File: src/rtl/multi_cycle_controller_pkg.sv
// Shared encodings for the multi-cycle controller: states, opcodes, ALU codes, mux selects.
// Latency: n/a (types, constants and one pure helper function only).
// Backpressure: n/a.
package multi_cycle_controller_pkg;

    localparam int STATE_W = 4;
    localparam int ALUC_W  = 3;

    // Eleven live states; encodings 11..15 are unused and recover to FETCH.
    typedef enum logic [STATE_W-1:0] {
        S_FETCH    = 4'd0,
        S_DECODE   = 4'd1,
        S_MEMADR   = 4'd2,
        S_MEMREAD  = 4'd3,
        S_MEMWB    = 4'd4,
        S_MEMWRITE = 4'd5,
        S_EXECR    = 4'd6,
        S_EXECI    = 4'd7,
        S_ALUWB    = 4'd8,
        S_JAL      = 4'd9,
        S_BEQ      = 4'd10
    } state_t;

    // Opcodes of the supported instruction classes
    localparam logic [6:0] OP_LOAD  = 7'b0000011;
    localparam logic [6:0] OP_STORE = 7'b0100011;
    localparam logic [6:0] OP_RTYPE = 7'b0110011;
    localparam logic [6:0] OP_IALU  = 7'b0010011;
    localparam logic [6:0] OP_BEQ   = 7'b1100011;
    localparam logic [6:0] OP_JAL   = 7'b1101111;

    // ALUControl codes
    localparam logic [ALUC_W-1:0] ALUC_ADD = 3'b000;
    localparam logic [ALUC_W-1:0] ALUC_SUB = 3'b001;
    localparam logic [ALUC_W-1:0] ALUC_AND = 3'b010;
    localparam logic [ALUC_W-1:0] ALUC_OR  = 3'b011;
    localparam logic [ALUC_W-1:0] ALUC_SLT = 3'b101;

    // resultSrc selects
    localparam logic [1:0] RES_ALUOUT = 2'b00;
    localparam logic [1:0] RES_MEM    = 2'b01;
    localparam logic [1:0] RES_ALU    = 2'b10;

    // ALUSrcA selects
    localparam logic [1:0] SRCA_PC    = 2'b00;
    localparam logic [1:0] SRCA_OLDPC = 2'b01;
    localparam logic [1:0] SRCA_RS1   = 2'b10;

    // ALUSrcB selects
    localparam logic [1:0] SRCB_RS2  = 2'b00;
    localparam logic [1:0] SRCB_IMM  = 2'b01;
    localparam logic [1:0] SRCB_FOUR = 2'b10;

    // immSrc selects
    localparam logic [1:0] IMM_I = 2'b00;
    localparam logic [1:0] IMM_S = 2'b01;
    localparam logic [1:0] IMM_B = 2'b10;
    localparam logic [1:0] IMM_J = 2'b11;

    // ALU operation class: fixed add, fixed sub, or decoded from funct fields
    typedef enum logic [1:0] {
        ALUOP_ADD   = 2'b00,
        ALUOP_SUB   = 2'b01,
        ALUOP_FUNCT = 2'b10
    } aluop_t;

    // Per-state Moore control word. branch and mem_gate are qualifiers
    // resolved against zero/memReady at the output.
    typedef struct packed {
        logic       pc_write;
        logic       adr_src;
        logic       mem_write;
        logic       ir_write;
        logic       reg_write;
        logic       instr_done;
        logic       branch;
        logic       mem_gate;
        logic [1:0] result_src;
        logic [1:0] src_a;
        logic [1:0] src_b;
        aluop_t     aluop;
    } ctrl_t;

    // Control word for a state; unlisted fields keep the FETCH selects and no strobes.
    function automatic ctrl_t moore_ctrl(input state_t s);
        ctrl_t c;
        c            = '0;
        c.result_src = RES_ALU;
        c.src_a      = SRCA_PC;
        c.src_b      = SRCB_FOUR;
        c.aluop      = ALUOP_ADD;
        case (s)
            S_FETCH: begin
                c.ir_write = 1'b1;
                c.pc_write = 1'b1;
                c.mem_gate = 1'b1;
            end
            S_DECODE: begin
                c.src_a = SRCA_OLDPC;
                c.src_b = SRCB_IMM;
            end
            S_MEMADR: begin
                c.src_a = SRCA_RS1;
                c.src_b = SRCB_IMM;
            end
            S_MEMREAD: begin
                c.adr_src    = 1'b1;
                c.result_src = RES_ALUOUT;
                c.mem_gate   = 1'b1;
            end
            S_MEMWB: begin
                c.result_src = RES_MEM;
                c.reg_write  = 1'b1;
                c.instr_done = 1'b1;
            end
            S_MEMWRITE: begin
                c.adr_src    = 1'b1;
                c.result_src = RES_ALUOUT;
                c.mem_write  = 1'b1;
                c.instr_done = 1'b1;
                c.mem_gate   = 1'b1;
            end
            S_EXECR: begin
                c.src_a = SRCA_RS1;
                c.src_b = SRCB_RS2;
                c.aluop = ALUOP_FUNCT;
            end
            S_EXECI: begin
                c.src_a = SRCA_RS1;
                c.src_b = SRCB_IMM;
                c.aluop = ALUOP_FUNCT;
            end
            S_ALUWB: begin
                c.result_src = RES_ALUOUT;
                c.reg_write  = 1'b1;
                c.instr_done = 1'b1;
            end
            S_JAL: begin
                c.src_a      = SRCA_OLDPC;
                c.src_b      = SRCB_FOUR;
                c.result_src = RES_ALUOUT;
                c.pc_write   = 1'b1;
            end
            S_BEQ: begin
                c.src_a      = SRCA_RS1;
                c.src_b      = SRCB_RS2;
                c.aluop      = ALUOP_SUB;
                c.result_src = RES_ALUOUT;
                c.branch     = 1'b1;
                c.instr_done = 1'b1;
            end
            default: ;
        endcase
        return c;
    endfunction

endpackage

File: src/rtl/multi_cycle_controller_alu_control_decoder.sv
// ALU control decoder: maps ALU op class and funct3/funct7/opcode[5] to ALUControl plus an illegal flag.
// Latency: purely combinational, zero cycles.
// Backpressure: none; illegal_o reflects funct3 alone so DECODE can check it before EXEC.
module multi_cycle_controller_alu_control_decoder
    import multi_cycle_controller_pkg::*;
(
    input  aluop_t            aluop_i,
    input  logic [2:0]        funct3_i,
    input  logic              funct7_i,
    input  logic              op5_i,
    output logic [ALUC_W-1:0] alu_control_o,
    output logic              illegal_o
);

    logic [ALUC_W-1:0] funct_code;

    // funct3 decode; sub only for R-type (opcode[5]=1) with funct7 set, so I-ALU ignores IR[30]
    always_comb begin
        funct_code = ALUC_ADD;
        illegal_o  = 1'b0;
        case (funct3_i)
            3'b000:  funct_code = (op5_i && funct7_i) ? ALUC_SUB : ALUC_ADD;
            3'b010:  funct_code = ALUC_SLT;
            3'b110:  funct_code = ALUC_OR;
            3'b111:  funct_code = ALUC_AND;
            default: illegal_o  = 1'b1;
        endcase
    end

    // Select between the fixed operations and the decoded one
    always_comb begin
        alu_control_o = ALUC_ADD;
        case (aluop_i)
            ALUOP_SUB:   alu_control_o = ALUC_SUB;
            ALUOP_FUNCT: alu_control_o = funct_code;
            default:     alu_control_o = ALUC_ADD;
        endcase
    end

endmodule

File: src/rtl/multi_cycle_controller.sv
// Multi-cycle datapath controller: Moore FSM stepping one micro-op per clk (build option MULTI_CYCLE_MEM_READY_EN).
// Latency: lw 5, sw/R/I/jal 4, beq 3 cycles without stalls; one instrDone per retired instruction.
// Backpressure: with MULTI_CYCLE_MEM_READY_EN, FETCH/MEMREAD/MEMWRITE hold until memReady; otherwise never stalls.
module multi_cycle_controller
    import multi_cycle_controller_pkg::*;
(
    input  logic              clk,
    input  logic              rst,
    input  logic [6:0]        opcode,
    input  logic [2:0]        funct3,
    input  logic              funct7,
    input  logic              zero,
`ifdef MULTI_CYCLE_MEM_READY_EN
    input  logic              memReady,
`endif
    output logic              PCWrite,
    output logic              AdrSrc,
    output logic              memWrite,
    output logic              IRWrite,
    output logic [1:0]        resultSrc,
    output logic [1:0]        ALUSrcA,
    output logic [1:0]        ALUSrcB,
    output logic [1:0]        immSrc,
    output logic [ALUC_W-1:0] ALUControl,
    output logic              regWrite,
    output logic              instrDone,
    output logic              illegalInstr
);

    logic mem_ready;

`ifdef MULTI_CYCLE_MEM_READY_EN
    assign mem_ready = memReady;
`else
    assign mem_ready = 1'b1;
`endif

    state_t            state_q;
    state_t            state_d;
    ctrl_t             ctrl_q;
    logic              funct3_illegal;
    logic              opcode_known;
    logic              instr_illegal;
    logic              state_legal;
    logic              strobe_en;
    logic              mem_ok;

    multi_cycle_controller_alu_control_decoder u_alu_control_decoder (
        .aluop_i       (ctrl_q.aluop),
        .funct3_i      (funct3),
        .funct7_i      (funct7),
        .op5_i         (opcode[5]),
        .alu_control_o (ALUControl),
        .illegal_o     (funct3_illegal)
    );

    // Classify the instruction held in IR; only R/I-ALU carry a funct3 that can be unsupported
    always_comb begin
        opcode_known = 1'b0;
        case (opcode)
            OP_LOAD, OP_STORE, OP_RTYPE, OP_IALU, OP_BEQ, OP_JAL: opcode_known = 1'b1;
            default: opcode_known = 1'b0;
        endcase
        instr_illegal = !opcode_known ||
                        (((opcode == OP_RTYPE) || (opcode == OP_IALU)) && funct3_illegal);
    end

    // Next-state sequencing; memory states wait on mem_ready
    always_comb begin
        state_d = state_q;
        case (state_q)
            S_FETCH:    if (mem_ready) state_d = S_DECODE;
            S_DECODE: begin
                if (instr_illegal) begin
                    state_d = S_FETCH;
                end else begin
                    case (opcode)
                        OP_LOAD, OP_STORE: state_d = S_MEMADR;
                        OP_RTYPE:          state_d = S_EXECR;
                        OP_IALU:           state_d = S_EXECI;
                        OP_BEQ:            state_d = S_BEQ;
                        OP_JAL:            state_d = S_JAL;
                        default:           state_d = S_FETCH;
                    endcase
                end
            end
            S_MEMADR:   state_d = (opcode == OP_STORE) ? S_MEMWRITE : S_MEMREAD;
            S_MEMREAD:  if (mem_ready) state_d = S_MEMWB;
            S_MEMWB:    state_d = S_FETCH;
            S_MEMWRITE: if (mem_ready) state_d = S_FETCH;
            S_EXECR:    state_d = S_ALUWB;
            S_EXECI:    state_d = S_ALUWB;
            S_ALUWB:    state_d = S_FETCH;
            S_JAL:      state_d = S_ALUWB;
            S_BEQ:      state_d = S_FETCH;
            default:    state_d = S_FETCH;
        endcase
    end

    // State and its control word register together so outputs come straight from flops
    always_ff @(posedge clk or posedge rst) begin
        if (rst) begin
            state_q <= S_FETCH;
            ctrl_q  <= moore_ctrl(S_FETCH);
        end else begin
            state_q <= state_d;
            ctrl_q  <= moore_ctrl(state_d);
        end
    end

    // Strobes are killed during reset and in unused encodings; mem_gate strobes also wait on mem_ready
    always_comb begin
        state_legal  = (state_q <= S_BEQ);
        strobe_en    = !rst && state_legal;
        mem_ok       = !ctrl_q.mem_gate || mem_ready;
        PCWrite      = strobe_en && ((ctrl_q.pc_write && mem_ok) || (ctrl_q.branch && zero));
        IRWrite      = strobe_en && ctrl_q.ir_write && mem_ok;
        memWrite     = strobe_en && ctrl_q.mem_write;
        regWrite     = strobe_en && ctrl_q.reg_write;
        instrDone    = strobe_en && ctrl_q.instr_done && mem_ok;
        illegalInstr = !rst && (state_q == S_DECODE) && instr_illegal;
        AdrSrc       = ctrl_q.adr_src;
        resultSrc    = ctrl_q.result_src;
        ALUSrcA      = ctrl_q.src_a;
        ALUSrcB      = ctrl_q.src_b;
    end

    // Immediate format follows the opcode directly
    always_comb begin
        immSrc = IMM_I;
        case (opcode)
            OP_STORE: immSrc = IMM_S;
            OP_BEQ:   immSrc = IMM_B;
            OP_JAL:   immSrc = IMM_J;
            default:  immSrc = IMM_I;
        endcase
    end

endmodule

File: config.mk
export PLATFORM = sky130hd
export DESIGN_NAME = multi_cycle_controller
export DESIGN_NICKNAME = d
export VERILOG_FILES = /design/src/rtl/multi_cycle_controller_pkg.sv /design/src/rtl/multi_cycle_controller_alu_control_decoder.sv /design/src/rtl/multi_cycle_controller.sv
export SDC_FILE = /design/constraint.sdc
export NUM_CORES = 1
export LEC_CHECK = 0
export BUFFER_PORTS_ARGS = -buffer_cell sky130_fd_sc_hd__clkbuf_2
export CAP_MARGIN = 20
export CORE_UTILIZATION = 37
export CTS_CLUSTER_SIZE = 24
export DETAILED_ROUTE_END_ITERATION = 8
export PLACE_DENSITY = 0.62
export SYNTH_ARGS = -nofsm -noshare
export SYNTH_HDL_FRONTEND = slang
export SYNTH_SLANG_ARGS = --single-unit
export TNS_END_PERCENT = 20
File: constraint.sdc
create_clock -name clk -period 2 [get_ports clk]
set_input_delay 0.2 -clock clk [delete_from_list [all_inputs] [get_ports clk]]
set_output_delay 0.2 -clock clk [all_outputs]
set_load 0.05 [all_outputs]
==> results of run 1 <==
[through the flow]
stage,utilization [%],setup slack [ps],TNS (ps)
3_5_place_dp,45.2,351,0
3_3_place_gp,45.2,422,0
2_1_floorplan,-,-106,-342
4_1_cts,46.8,16.4,0
5_1_grt,47.0,12.6,0
6_report,47.0,136,0
[cell type report]
| cell class | instances | area (um^2) |
|---|---|---|
| inverter | 12 | 45.0 |
| sequential | 18 | 455 |
| timing repair buffer | 34 | 180 |
| tap | 31 | 38.8 |
| clock buffer | 4 | 36.3 |
| multi-input combinational | 76 | 551 |
| fill | 278 | 1480 |
[cell families (layout without fill, tap and decap cells)]
kind of cell	Yosys count	in the layout	share of synthesized area [%]
xor+xnor	1	1	0.797
compound gates	22	22	16.5
buf+inv	19	50	9.22
fa+ha+maj	2	2	2.28
simple gates	51	51	29.7
flops	18	18	41.5
[Yosys cell counts, drive strengths merged, types with 2 or more instances]
| library cell | instances |
|---|---|
| dfrtp | 14 |
| inv | 12 |
| nand2 | 10 |
| nor3 | 8 |
| buf | 7 |
| a21oi | 6 |
| nor2 | 6 |
| and2 | 5 |
| dfstp | 4 |
| nand3 | 3 |
| nand3b | 3 |
| nor2b | 3 |
| a211oi | 2 |
| a21o | 2 |
| a31oi | 2 |
| ha | 2 |
| nand2b | 2 |
| nor3b | 2 |
| nor4b | 2 |
| o21ai | 2 |
| o31ai | 2 |
| or3 | 2 |
[report_power, final]
group / switching, mW / leakage, nW / internal (mW) / total (mW)
Clock: 0.115 / 0.0210 / 0.111 / 0.226
Sequential: 0.0460 / 0.231 / 0.461 / 0.507
Combinational: 0.375 / 0.444 / 0.181 / 0.556
Total: 0.537 / 0.696 / 0.753 / 1.29
[worst min-delay path, stage by stage]
cell	delay, ps
clkbuf_2	110
nand4_1	90
a211oi_1	60
[state kept, by name (all words and copies together), names as in the netlist]
register,count
ctrl_q,7
state_q,4
ALUSrcA,2
ALUSrcB,2
resultSrc,2
AdrSrc,1
[per-layer routing]
metal	track usage (%)	wire, um	up-vias
met1	20.4	1040	432
met5	0	0	-
li1	-	-	454
met4	7.32	42	0
met2	26.1	1110	36
met3	1.38	110	5
[timing repair]
action | 4_1_cts | 5_1_grt
hold buffers | 1 | 0
endpoints found under the hold margin | 14 | 0
gates resized for setup | 0 | 2
endpoints found under the setup margin | 0 | 5
[how the worst min path moves through the flow]
stage                   start         end  slack (ps)  depth (start not counted)
global route        opcode[4]  ALUSrcB[1]         200                          3
CTS                 opcode[4]  ALUSrcB[1]         170                          3
floorplan                 rst  ALUSrcA[0]         140                          1
global placement          rst  ALUSrcB[0]         270                          3
detailed placement        rst  ALUSrcB[0]         270                          3
finish              opcode[4]  ALUSrcB[1]         160                          3
==> results.sh, run 1 <==
export IMPL_status="finished, final reports clean"
export IMPL_fp_dieW_um=56.5
export IMPL_via_count=927
export IMPL_path_max_fanout=10
export IMPL_r2r_start="state_q[2]"
export IMPL_synth_ff_type="dfrtp_1"
export IMPL_cts_buffer_depth=2
export IMPL_layout_common_cells="clkbuf_2, dfrtp_1, inv_1"
export IMPL_grt_pass1_vias=861
export IMPL_antennaDiodeCount=0
export IMPL_yosysWarnings=0
export IMPL_setup_viol=0
export IMPL_crit_path_start_kind="register"
export IMPL_clk_pin_slew_worst_paths_ps=100
export IMPL_slew_headroom_pct=68.9
export IMPL_dpl_instance_area_um2=1260
export IMPL_cts_root_buf="clkbuf_4"
export IMPL_grt_use_total_pct=15.6
export IMPL_min_period_ps=1860
export IMPL_cp_top_family="flip-flops"
export IMPL_finalInstanceArea_um2=1310
export IMPL_numPortBuffers=31
export IMPL_antenna_found_initial=0
export IMPL_fmax_mhz=536
export IMPL_p_per_area_nw_per_um2=987
export IMPL_drt_iter0_drc=37
export IMPL_firstDrtPassIters=4
export IMPL_worstPathArrival_ps=1660
export IMPL_r2r_slack_ps=370
export IMPL_grt_max_degree=19
export IMPL_cp_end_kind="output port"
export IMPL_worstMarginPinSlew_ps=459
export IMPL_cp_cell_sequence="a21o_1 -> a21oi_2 -> and2_1 -> clkbuf_2"
export IMPL_cp_endpoint="IRWrite"
export IMPL_r2r_end="resultSrc[1]"
export IMPL_finalHoldViolCount=0
export IMPL_cts_made_buffers=3
export IMPL_drc=0
export IMPL_syn_area_um2=1100
export IMPL_crit_path_start="state_q[2]"
export IMPL_reg2reg_depth=7
export IMPL_synth_cells=113
export IMPL_ir_drop_mv=0.644
export IMPL_clk_insertion_delay_late_ps=300
export IMPL_power_mw=1.29
export IMPL_slowest_delay_ps=520
export IMPL_cp_slowest_cell="dfrtp_1"
export IMPL_final_cell_count_no_fill=175
export IMPL_finClkSkew_ps=1.61
export IMPL_place_congestion=0.780
export IMPL_grt_pass1_wl_um=3880
export IMPL_layout_commonest_cell="clkbuf_2"
export IMPL_grt_setup_unrepaired="false"
export IMPL_worst_path_buf_inv=1
export IMPL_post_cts_setup_buffers=0
export IMPL_clock_sinks=18
export IMPL_period_share_pct=93.2
export IMPL_cp_depth=4
export IMPL_die_area_um2=3190
export IMPL_syn2layout_area_growth_pct=18.9
export IMPL_dpl_hpwl_um=1780
export IMPL_min_path_type="input port to register"
export IMPL_initial_utilization_pct=39.5
export IMPL_avgSynthCellArea_um2=9.72
export IMPL_rows=19
export IMPL_synthArstFlopShare_pct=100
export IMPL_vias_per_cell=5.30
export IMPL_yosysSeqAreaShare_pct=41.5
export IMPL_drtAntennaViolNets=0
export IMPL_gr_total_overflow=0
export IMPL_cts_tree="built"
export IMPL_timing_hold_ws_ps=163
export IMPL_cap_violations=0
export IMPL_synth_enable_flop_cells=0
export IMPL_io_pins=32
export IMPL_fp_coreArea_um2=2780
export IMPL_synthTopCellsByArea="dfrtp_1, dfstp_2, buf_4, inv_1, nand2_1"
export IMPL_drive_above_1_share_pct=42.4
export IMPL_slew_violations=0
export IMPL_cts_max_level=1
export IMPL_required_ps=1800
export IMPL_die_y_um=56.5
export IMPL_path_class="register to output port"
export IMPL_synth_top_cell_by_area="dfrtp_1"
export IMPL_leakagePower_nw=0.696
export IMPL_placedCellCount=170
export IMPL_wl_per_cell_um=13.1
export IMPL_finalWirelength_um=2300
export IMPL_synth_top_area_share_pct=31.9
export IMPL_final_nets=161
export IMPL_syn_nets=129
export IMPL_ys_ff_latch=18
export IMPL_yosysUniqueCellTypes=47
Power figures use the tool's default switching activity.
==> run 2, diff against run 1 <==
==> constraint.sdc (replaced) <==
create_clock -name clk -period 2 [get_ports clk]
set_input_delay 0.1 -clock clk [delete_from_list [all_inputs] [get_ports clk]]
set_output_delay 0.1 -clock clk [all_outputs]
set_load 0.05 [all_outputs]
==> run 2 against run 1 <==
Net effect: global-route usage shrank 0.097 points; sequential power is essentially flat; flip-flop and latch count unchanged; utilization up 0.54 points; critical endpoint is now illegalInstr; via count up 1.5%.
==> results.sh, run 2 (synthesis gave the netlist of run 1 again) <==
export IMPL_status="finished, final reports clean"
export IMPL_p_per_area_nw_per_um2=995
export IMPL_r2r_start="state_q[3]"
export IMPL_required_ps=1900
export IMPL_largest_reg_flops=7
export IMPL_ir_drop_mv=0.585
export IMPL_fp_coreArea_um2=2780
export IMPL_cp_cell_sequence="nor4b_4 -> nand2_1 -> nor3_2 -> clkbuf_2"
export IMPL_crit_path_start="state_q[3]"
export IMPL_finalWirelength_um=2210
export IMPL_dr_wl_met3_um=134
export IMPL_crit_path_start_kind="register"
export IMPL_wl_per_cell_um=12.5
export IMPL_fin_util_pct=47.5
export IMPL_finClkSkew_ps=6.11
export IMPL_setup_ws_ps=109
export IMPL_cts_buffer_depth=2
export IMPL_path_max_fanout=7
export IMPL_top_register="ctrl_q"
export IMPL_dpl_instance_area_um2=1250
export IMPL_gr_total_overflow=0
export IMPL_power_mw=1.31
export IMPL_dpl_hpwl_um=1720
export IMPL_drt_iter0_drc=27
export IMPL_vias_per_cell=5.32
export IMPL_placedCellCount=169
export IMPL_clock_sinks=18
export IMPL_wl_met1_um=968
export IMPL_worstMarginPinSlew_ps=439
export IMPL_drive_above_1_share_pct=43.2
export IMPL_min_period_ps=1890
export IMPL_fmax_mhz=529
export IMPL_final_nets=163
export IMPL_antennaDiodeCount=0
export IMPL_slowest_delay_ps=500
export IMPL_fp_dieW_um=56.5
export IMPL_cp_slowest_cell="dfrtp_1"
export IMPL_reg2reg_depth=5
export IMPL_final_cell_count_no_fill=177
export IMPL_grt_pass1_vias=848
export IMPL_grt_max_degree=19
export IMPL_cts_made_buffers=3
export IMPL_drc=0
export IMPL_cap_violations=0
export IMPL_io_pins=32
export IMPL_initial_utilization_pct=39.5
export IMPL_die_area_um2=3190
export IMPL_route_top_layer_used="met4"
export IMPL_clk_insertion_delay_late_ps=300
export IMPL_slew_violations=0
export IMPL_seq_area_um2=455
export IMPL_firstDrtPassIters=4
export IMPL_cts_root_buf="clkbuf_4"
export IMPL_finalInstanceArea_um2=1320
export IMPL_slew_headroom_pct=70.3
export IMPL_grt_pass1_wl_um=3770
export IMPL_worstPathArrival_ps=1790
export IMPL_cts_max_level=1
export IMPL_clk_pin_slew_worst_paths_ps=100
export IMPL_wl_met2_um=1030
export IMPL_fillCellCount=286
export IMPL_cp_end_kind="output port"
export IMPL_layout_common_cells="clkbuf_2, dfrtp_1, inv_1"
export IMPL_numPortBuffers=31
export IMPL_largestRegisters="ctrl_q (7), state_q (4)"
export IMPL_r2r_end="ALUSrcB[0]"
export IMPL_dp_slack_ps=405
export IMPL_setup_tns_ps=0
export IMPL_multi_input_area_um2=551
export IMPL_leakagePower_nw=0.705
export IMPL_setup_viol=0
export IMPL_rows=19
export IMPL_antenna_found_initial=0
export IMPL_cts_tree="built"
export IMPL_layout_commonest_cell="clkbuf_2"
export IMPL_path_class="register to output port"
export IMPL_timing_hold_ws_ps=75.9
export IMPL_die_y_um=56.5
export IMPL_period_share_pct=94.5
export IMPL_r2r_slack_ps=350
export IMPL_grt_use_total_pct=15.5
export IMPL_min_path_type="input port to register"
export IMPL_place_congestion=0.840
export IMPL_finalHoldViolCount=0
export IMPL_cp_endpoint="illegalInstr"
export IMPL_via_count=941
export IMPL_syn2layout_area_growth_pct=20.3
export IMPL_drtAntennaViolNets=0
run 2: how the worst min path moves through the flow:
| stage | from | endpoint | slack, ps | depth (start not counted) |
|---|---|---|---|---|
| floorplan | rst | ALUSrcA[0] | 40 | 1 |
| global placement | rst | state_q[1] | 170 | 3 |
| detailed placement | rst | state_q[3] | 170 | 3 |
| CTS | opcode[4] | ALUSrcB[1] | 70 | 3 |
| global route | opcode[4] | ALUSrcB[1] | 80 | 3 |
| finish | opcode[4] | ALUSrcB[1] | 80 | 3 |
run 2: cell type report:
| cell class | instances | share of cell area [%] |
|---|---|---|
| Clock buffer | 4 | 2.75 |
| Inverter | 12 | 3.41 |
| Multi-Input combinational cell | 76 | 41.7 |
| Sequential cell | 18 | 34.5 |
| Tap cell | 31 | 2.94 |
| Timing Repair Buffer | 36 | 14.8 |
run 2: metal layers:
metal  vias up  track usage [%]
li1        460                -
met1       427             19.9
met2        45             24.5
met3         9             2.07
met4         0             9.76
met5         -                0
run 2: repair_timing:
item | CTS | global route
hold buffers | 1 | 0
setup endpoints to repair | 0 | 6
setup buffers | 0 | 3
resized for setup | 0 | 1
hold endpoints to repair | 14 | 0
run 2: worst max-delay path: cells and delay by family (launching register included):
kind | cells | cell delay (ps)
buf+inv | 1 | 290
flops | 1 | 500
simple gates | 3 | 690
run 2: report_power, final:
| group | total (mW) | switching, mW | internal [mW] |
|---|---|---|---|
| logic | 0.589 | 0.382 | 0.207 |
| clock network | 0.221 | 0.110 | 0.111 |
| registers | 0.505 | 0.0436 | 0.461 |
| total | 1.31 | 0.536 | 0.779 |
==> run 3, diff against run 2 <==
--- a/config.mk
+++ b/config.mk
@@ -8,6 +8,7 @@
 export BUFFER_PORTS_ARGS = -buffer_cell sky130_fd_sc_hd__clkbuf_2
 export CAP_MARGIN = 20
 export CORE_UTILIZATION = 37
+export CTS_BUF_LIST = sky130_fd_sc_hd__clkbuf_8
 export CTS_CLUSTER_SIZE = 24
 export DETAILED_ROUTE_END_ITERATION = 8
 export PLACE_DENSITY = 0.62
==> run 3 against run 2 <==
Net effect: clock skew is 0.66 ps lower; sequential power hardly changed; fmax is 1.3% higher; register-to-register slack better by 30 ps; sequential share of layout area is 0.20 points higher; highest routed layer unchanged; largest power group unchanged; worst setup slack better by 24 ps; combinational power is 9.2% lower.
==> results.sh, run 3 (synthesis gave the netlist of run 1 again) <==
export IMPL_clk_insertion_delay_late_ps=250
export IMPL_largest_reg_flops=7
export IMPL_cp_slowest_cell="nor4b_4"
export IMPL_clock_sinks=18
export IMPL_numPortBuffers=31
export IMPL_path_class="register to output port"
export IMPL_cap_violations=0
export IMPL_grt_setup_unrepaired="false"
export IMPL_vias_per_cell=5.18
export IMPL_worstPathArrival_ps=1770
export IMPL_crit_path_start="state_q[1]"
export IMPL_final_nets=160
export IMPL_fp_dieW_um=56.5
export IMPL_wl_met2_um=988
export IMPL_cp_cell_sequence="nor4b_4 -> nand2_1 -> nor3_2 -> clkbuf_2"
export IMPL_finClkSkew_ps=5.46
export IMPL_r2r_start="state_q[1]"
export IMPL_fmax_mhz=536
export IMPL_required_ps=1900
export IMPL_cp_end_kind="output port"
export IMPL_place_congestion=0.840
export IMPL_setup_tns_ps=0
export IMPL_cts_max_level=1
export IMPL_largestRegisters="ctrl_q (7), state_q (4)"
export IMPL_syn2layout_area_growth_pct=19.6
export IMPL_slew_headroom_pct=70.2
export IMPL_grt_use_total_pct=15.2
export IMPL_min_from="opcode[4]"
export IMPL_wl_met1_um=995
export IMPL_top_register="ctrl_q"
export IMPL_layout_commonest_cell="clkbuf_2"
export IMPL_firstDrtPassIters=4
export IMPL_setup_ws_ps=133
export IMPL_die_area_um2=3190
export IMPL_gr_total_overflow=0
export IMPL_die_y_um=56.5
export IMPL_drt_iter0_drc=25
export IMPL_rows=19
export IMPL_antennaDiodeCount=0
export IMPL_slowest_delay_ps=510
export IMPL_dpl_hpwl_um=1720
export IMPL_ir_drop_mv=0.647
export IMPL_grt_pass1_wl_um=3720
export IMPL_initial_utilization_pct=39.5
export IMPL_p_per_area_nw_per_um2=1010
export IMPL_path_max_fanout=8
export IMPL_route_top_layer_used="met4"
export IMPL_grt_max_degree=19
export IMPL_via_count=902
export IMPL_period_share_pct=93.4
export IMPL_drtAntennaViolNets=0
export IMPL_antenna_found_initial=0
export IMPL_ctsResizeCount=0
export IMPL_slew_violations=0
export IMPL_wl_per_cell_um=12.2
export IMPL_fillCellCount=283
export IMPL_dr_wl_met3_um=80
export IMPL_setup_viol=0
export IMPL_dp_slack_ps=405
export IMPL_min_path_type="input port to register"
export IMPL_clk_pin_slew_worst_paths_ps=70
export IMPL_drive_above_1_share_pct=41.3
export IMPL_fp_coreArea_um2=2780
export IMPL_finalHoldViolCount=0
export IMPL_min_period_ps=1870
export IMPL_layout_common_cells="clkbuf_2, dfrtp_1, inv_1"
export IMPL_worstMarginPinSlew_ps=440
export IMPL_cts_tree="built"
export IMPL_grt_pass1_vias=853
export IMPL_status="finished, final reports clean"
export IMPL_finalWirelength_um=2130
export IMPL_cts_root_buf="clkbuf_8"
export IMPL_leakagePower_nw=0.698
export IMPL_crit_path_start_kind="register"
export IMPL_io_pins=32
export IMPL_cts_buffer_depth=2
export IMPL_drc=0
export IMPL_cts_made_buffers=3
==> run 3: cell types whose count changed in the layout (fill, tap and decap cells not counted) <==
cell / change
clkbuf_4: -3
buf_4: -3
clkbuf_8: +3
a21oi_1: +1
a21oi_2: -1
==> run 3: worst paths after layout <==
check                           slack, ps            to  depth (start not counted)
min in group asynchronous             450    state_q[3]                          4
worst max register to register        380    ctrl_q[15]                          5
worst max-delay path                  130  illegalInstr                          4
max in group asynchronous            1280    ALUSrcB[1]                          4
worst min register to register        700    ctrl_q[11]                          2
worst min-delay path                  130    ALUSrcB[1]                          3
==> run 3: repair_timing <==
action | in CTS | in global routing
setup buffers | 0 | 0
endpoints found under the setup margin | 0 | 0
hold buffers | 1 | 0
endpoints found under the hold margin | 14 | 0
==> run 3: metrics by stage <==
stage	total power, mW	instances	hold WS, ps	instance area (um^2)	util, %
final	1.33	174	128	1310	47.2
after global routing	1.40	174	134	1310	47.2
after detailed placement	1.05	169	169	1250	44.9
after floorplan	0.982	113	43.8	1100	-
after global placement	1.05	169	167	1250	44.9
after CTS	1.34	174	124	1310	47.2
==> run 3: final cells by class <==
class / instances / area (um^2) / area share, %
Sequential cell: 18 / 455 / 34.7
Multi-Input combinational cell: 76 / 547 / 41.6
Inverter: 12 / 45.0 / 3.43
Timing Repair Buffer: 33 / 173 / 13.1
Tap cell: 31 / 38.8 / 2.95
Clock buffer: 4 / 55.1 / 4.19
==> run 3: where the power goes <==
part / switching, mW / total, mW / internal [mW]
logic: 0.368 / 0.535 / 0.167
clock network: 0.114 / 0.289 / 0.175
registers: 0.0435 / 0.505 / 0.462
==> run 3: metal layers <==
layer,global-route usage (%),vias to the layer above
met1,19.5,418
met2,23.9,30
met4,9.06,0
met3,2.76,7
li1,-,447
met5,0,-
==> run 3: worst max-delay path, delay by kind of cell (launching register included) <==
| kind | cells | cell delay (ps) |
|---|---|---|
| flip-flops | 1 | 480 |
| buffers and inverters | 1 | 290 |
| AND/OR/NAND/NOR | 3 | 740 |
